===== src/rtl/qa_drv_hc_write_ack_tracker.sv =====
// Per-client outstanding-write tracker for the host-channel write path; routes RX write acks
// back to their clients. Optional watchdog enabled by QA_HC_WRACK_TIMEOUT_EN.
module qa_drv_hc_write_ack_tracker #(
  parameter int unsigned MDATA_W   = 13,
  parameter int unsigned CNT_W     = 8,
  parameter int unsigned TIMEOUT_W = 16
) (
  input  logic                 clk,
  input  logic                 reset,
  input  logic                 issue_valid,
  input  logic [1:0]           issue_client,
  input  logic                 rx0_wrack_valid,
  input  logic [MDATA_W-1:0]   rx0_wrack_mdata,
  input  logic                 rx1_wrack_valid,
  input  logic [MDATA_W-1:0]   rx1_wrack_mdata,
`ifdef QA_HC_WRACK_TIMEOUT_EN
  input  logic [TIMEOUT_W-1:0] timeout_limit,
  output logic                 err_timeout,
`endif
  output logic [2:0]           ack_pulse,
  output logic [5:0]           ack_count,
  output logic [3*CNT_W-1:0]   outstanding,
  output logic [2:0]           client_full,
  output logic                 all_drained,
  output logic                 err_underflow,
  output logic                 err_overflow,
  output logic                 err_bad_client
);

  localparam logic [CNT_W-1:0] CntMax = '1;
  localparam int unsigned SumW = CNT_W + 2;

  logic                  rx0_v_q, rx0_v_d, rx1_v_q, rx1_v_d;
  logic [1:0]            rx0_id_q, rx0_id_d, rx1_id_q, rx1_id_d;
  logic [2:0][CNT_W-1:0] cnt_q, cnt_d;
  logic [2:0]            ack_pulse_q, ack_pulse_d;
  logic [5:0]            ack_count_q, ack_count_d;
  logic                  all_drained_q, all_drained_d;
  logic                  err_under_q, err_under_d;
  logic                  err_over_q, err_over_d;
  logic                  err_bad_q, err_bad_d;

  logic                  inc;
  logic [1:0]            dec;
  logic [SumW-1:0]       sum, res;

  // Only the client id in mdata[1:0] is meaningful on the return path.
  logic unused_mdata;
  assign unused_mdata = ^{rx0_wrack_mdata[MDATA_W-1:2], rx1_wrack_mdata[MDATA_W-1:2]};

  always_comb begin
    rx0_v_d     = rx0_wrack_valid;
    rx0_id_d    = rx0_wrack_mdata[1:0];
    rx1_v_d     = rx1_wrack_valid;
    rx1_id_d    = rx1_wrack_mdata[1:0];
    cnt_d       = cnt_q;
    ack_pulse_d = '0;
    ack_count_d = '0;
    err_under_d = err_under_q;
    err_over_d  = err_over_q;
    inc         = 1'b0;
    dec         = '0;
    sum         = '0;
    res         = '0;

    for (int i = 0; i < 3; i++) begin
      inc = issue_valid && (issue_client == 2'(i));
      dec = {1'b0, rx0_v_q && (rx0_id_q == 2'(i))} + {1'b0, rx1_v_q && (rx1_id_q == 2'(i))};
      sum = SumW'(cnt_q[i]) + SumW'(inc);
      if (SumW'(dec) > sum) begin
        cnt_d[i]    = '0;
        err_under_d = 1'b1;
      end else begin
        res = sum - SumW'(dec);
        if (res > SumW'(CntMax)) begin
          cnt_d[i]   = CntMax;
          err_over_d = 1'b1;
        end else begin
          cnt_d[i] = res[CNT_W-1:0];
        end
      end
      ack_pulse_d[i]       = |dec;
      ack_count_d[2*i +: 2] = dec;
    end

    err_bad_d = err_bad_q
              | (issue_valid && (issue_client == 2'd3))
              | (rx0_v_q && (rx0_id_q == 2'd3))
              | (rx1_v_q && (rx1_id_q == 2'd3));

    // rx*_wrack_valid here is what the input stage will hold next cycle.
    all_drained_d = (cnt_d == '0) && !issue_valid && !rx0_wrack_valid && !rx1_wrack_valid;
  end

  always_ff @(posedge clk) begin
    if (reset) begin
      rx0_v_q       <= 1'b0;
      rx0_id_q      <= '0;
      rx1_v_q       <= 1'b0;
      rx1_id_q      <= '0;
      cnt_q         <= '0;
      ack_pulse_q   <= '0;
      ack_count_q   <= '0;
      all_drained_q <= 1'b1;
      err_under_q   <= 1'b0;
      err_over_q    <= 1'b0;
      err_bad_q     <= 1'b0;
    end else begin
      rx0_v_q       <= rx0_v_d;
      rx0_id_q      <= rx0_id_d;
      rx1_v_q       <= rx1_v_d;
      rx1_id_q      <= rx1_id_d;
      cnt_q         <= cnt_d;
      ack_pulse_q   <= ack_pulse_d;
      ack_count_q   <= ack_count_d;
      all_drained_q <= all_drained_d;
      err_under_q   <= err_under_d;
      err_over_q    <= err_over_d;
      err_bad_q     <= err_bad_d;
    end
  end

`ifdef QA_HC_WRACK_TIMEOUT_EN
  logic [TIMEOUT_W-1:0] wd_q, wd_d;
  logic                 err_timeout_q, err_timeout_d;

  always_comb begin
    wd_d = wd_q;
    if ((cnt_q == '0) || rx0_v_q || rx1_v_q) begin
      wd_d = '0;
    end else if (wd_q != '1) begin
      wd_d = wd_q + 1'b1;
    end
    err_timeout_d = err_timeout_q | ((timeout_limit != '0) && (wd_q >= timeout_limit));
  end

  always_ff @(posedge clk) begin
    if (reset) begin
      wd_q          <= '0;
      err_timeout_q <= 1'b0;
    end else begin
      wd_q          <= wd_d;
      err_timeout_q <= err_timeout_d;
    end
  end

  assign err_timeout = err_timeout_q;
`endif

  always_comb begin
    ack_pulse      = ack_pulse_q;
    ack_count      = ack_count_q;
    outstanding    = cnt_q;
    all_drained    = all_drained_q;
    err_underflow  = err_under_q;
    err_overflow   = err_over_q;
    err_bad_client = err_bad_q;
    for (int i = 0; i < 3; i++) begin
      client_full[i] = (cnt_q[i] == CntMax);
    end
  end

endmodule

===== config.mk =====
export PLATFORM = sky130hd
export DESIGN_NAME = qa_drv_hc_write_ack_tracker
export DESIGN_NICKNAME = d
export VERILOG_FILES = /design/src/rtl/qa_drv_hc_write_ack_tracker.sv
export SDC_FILE = /design/constraint.sdc
export NUM_CORES = 1
export LEC_CHECK = 0
export BUFFER_PORTS_ARGS = -buffer_cell sky130_fd_sc_hd__buf_2
export CORE_UTILIZATION = 30
export CTS_CLUSTER_DIAMETER = 30
export DETAILED_ROUTE_END_ITERATION = 6
export MAX_ROUTING_LAYER = met4
export PLACE_DENSITY_LB_ADDON = 0.1
export SLEW_MARGIN = 20
export SYNTH_ARGS = -nofsm -noshare
export SYNTH_HDL_FRONTEND = slang
export SYNTH_SLANG_ARGS = --single-unit
export TNS_END_PERCENT = 1

===== constraint.sdc =====
create_clock -name clk -period 7.5 [get_ports clk]
set_clock_uncertainty 0.1 [all_clocks]
set_input_delay 0.375 -clock clk [delete_from_list [all_inputs] [get_ports clk]]
set_output_delay 0.375 -clock clk [all_outputs]
set_load 0.05 [all_outputs]

==> impl_metrics.tcl <==
set metrics [dict create \
    clk_pin_slew_ns 0.09 \
    synth_top_family_by_area "simple AND/OR/NAND/NOR gates" \
    place_congestion 0.736 \
    synth-seq-cells 43 \
    tns_ns 0 \
    holdCritPathClass "input pin to flip-flop" \
    crit_required_ns 7.64 \
    place_area_um2 3390 \
    hold_viol_final 0 \
    cts_tree "done" \
    synthFlopType "dfxtp_1" \
    synthXorXnorAreaFrac_pct 10.5 \
    rows 36 \
    worstMarginPinSlew_ns 0.710 \
    synthSimpleGateAreaFrac_pct 26.6 \
    yosysUniqueCellTypes 66 \
    overflow 0 \
    start_util_pct 31.2 \
    pin_count 73 \
    finalSetupViolCount 0 \
    whs_endpoint "rx1_id_q[0]" \
    die_w_um 103 \
    via_count 2712 \
    worstReg2RegEnd "all_drained" \
    yosys_warnings 0 \
    syn_area_um2 3080 \
    wire_per_inst_um 14.2 \
    criticalPathCategory "flip-flop to flip-flop" \
    htreeDepth 2 \
    nets 462 \
    powerDensity_nw_per_um2 409 \
    area_growth_pct 14.8 \
    drive_gt1_share_pct 20.9 \
    drtPass1Iterations 4 \
    async_reset_ff_share_pct 0 \
    synth_compound_area_share_pct 18.2 \
    viasPerCell 5.02 \
    clk_latency_ns 0.30 \
    start_kind "flip-flop" \
    core_um2 9860 \
    worstHoldStart "rx1_wrack_mdata[0]" \
    fin_util_pct 35.8 \
    final_area_um2 3530 \
    worst-path-max-fanout 7 \
    status "finished, final reports clean" \
    antenna_found_initial 0 \
    die_y_um 103 \
    crit_chain "or3b_2 -> ha_1 -> ha_1 -> inv_1 -> fa_1 -> or4_4 -> o31ai_4 -> o21ai_2 -> or3_1 -> o21ai_2 -> and4bb_1 -> a41o_1" \
    post_cts_buffers 0 \
    synth_fp_nets 424 \
    cts_resized 0 \
    holdWs_ns 0.185 \
    drc_errors 0 \
    diodes 0 \
    cts_buffers 5 \
    cts_hold_buf 0 \
    placedCellCount 532 \
    p_leak_nw 1.55 \
    rsz0062_at_grt "no" \
    fmax_mhz 277 \
    reg2reg_slack_ns 3.89 \
    period_minus_slack_ns 3.61 \
    avgSynthCellArea_um2 8.37 \
    cp_slowest_cell "or3_1" \
    max_cap_viol_count 0 \
    ant_nets 0 \
    crit_start "rx1_v_q" \
    netlist_instances 368 \
    clock_sinks 43 \
    r2r_start "rx1_v_q" \
    cts_root_buf "clkbuf_8" \
    die-area_um2 10700 \
    dp_hpwl_um 5850 \
    synthAdderAreaFrac_pct 10.1 \
    slowest_delay_ns 0.50 \
    grt_usage_pct 15.7 \
    hold_path_depth 2 \
    ir_worst_vdd_mv 0.117 \
    post-route-period-util_pct 48.1 \
    seq_area_frac_synth_pct 28.0 \
    synth_edf_count 0 \
    grt_pass1_wl_um 12500 \
    grt_max_degree 38 \
    instances_no_fill 540 \
    slew_violations 0 \
    critPathCaptureType "flip-flop" \
    r2r_cells 12 \
    synth_mux_area_share_pct 0.325 \
    slew_headroom_pct 52.6 \
    cp_data_arrival_time_ns 3.74 \
    grt_pass1_vias 2469 \
    drtIter0Drc 76 \
    ctsLongestPathBuffers 2 \
    io_buffers 50 \
    wl_um 7680 \
]
worst max-delay path, delay by kind of cell (launching register included):
kind                     cells  cell delay (ns)
adder cells (fa/ha/maj)      3             0.88
AND/OR/NAND/NOR              4             1.65
AO/OA/AOI/OAI                4             0.49
flip-flops                   1             0.37
buffers and inverters        1             0.06
synth_stat cells (4+ instances only):
library cell  number  share of area (%)
buf_2              4               0.65
nand3_1           10                1.6
nand2_1           21                2.6
nor3_1             5               0.81
o21ai_0            7                1.1
nor2_1            30                3.7
a31oi_1            7                1.4
clkbuf_1          10                1.2
xor2_1            11                3.1
inv_1             25                3.0
ha_1              20                8.1
dfxtp_1           43                 28
a211oi_1           6                1.5
a21oi_1           19                3.1
and2_1             6                1.2
and3b_1            4                1.1
xnor2_1           24                6.8
and3_1             5                1.0
or2_2              9                1.8
nand3b_1           5                1.2
nand2b_1           4               0.81
or3_1              4               0.81
nand4_1           10                2.0
nor2b_1           12                2.4
final cells by class:
type / instances / area (um2)
clock buffer: 5 / 68.8
multi-input combinational: 281 / 2020
fill: 1014 / 6330
timing repair buffer: 50 / 250
tap: 133 / 166
clock inverter: 3 / 71.3
sequential: 43 / 861
inverter: 25 / 93.8
state kept, by name, indices dropped and copies added, names as in the netlist, 2 cells and up:
signal       count
ack_count        6
rx0_id_q         2
rx1_id_q         2
ack_pulse        3
outstanding     24
per-layer routing:
metal	share of wire (%)	vias to the layer above	track usage [%]
met4	0.99	0	3.58
met3	4.1	5	2.22
met5	0	-	-
li1	-	1373	-
met1	50	1274	21.5
met2	45	60	24.5
cell families after synthesis:
kind of cell               Yosys count
AOI/OAI and AO/OA                   78
adders and majority gates           23
and+or+nand+nor                    143
muxes                                1
DFF                                 43
xor gates and xnor gates            36
buffers and inverters               44
report_power, final:
group	total, mW	switching [mW]	internal, mW
clock network	0.223	0.0879	0.135
registers	0.418	0.125	0.292
logic	0.805	0.514	0.292
total	1.45	0.727	0.719
placed cells by master (no fill, tap or decap), drive strengths merged, types with 3 or more instances in the layout:
cell type	count
inv	26
o21ai	12
clkbuf	5
a211oi	7
nor3b	3
nand2	21
nor3	5
or3	5
a21boi	3
or3b	3
ha	20
nand2b	4
xor2	12
nor4	3
dfxtp	43
and3b	5
buf	50
fa	3
and2	6
nor2b	12
a31oi	7
xnor2	24
nand3b	5
a21oi	19
nand3	10
nor2	30
nand4	10
and3	6
a211o	4
or2	10
stage by stage:
step	setup WS [ns]	power (mW)
after global placement	3.83	1.23
after global routing	3.69	1.56
after detailed placement	3.82	1.23
after floorplan	4.19	1.05
after CTS	3.87	1.46
final	3.89	1.45
how the worst max path moves through the flow:
stage / endpoint / slack, ns / depth (start not counted)
floorplan: all_drained / 4.19 / 13
global placement: all_drained / 3.83 / 14
detailed placement: all_drained / 3.82 / 14
CTS: all_drained / 3.87 / 12
global route: all_drained / 3.69 / 12
finish: all_drained / 3.89 / 12
Note: power is estimated with default switching activity, not from simulation.
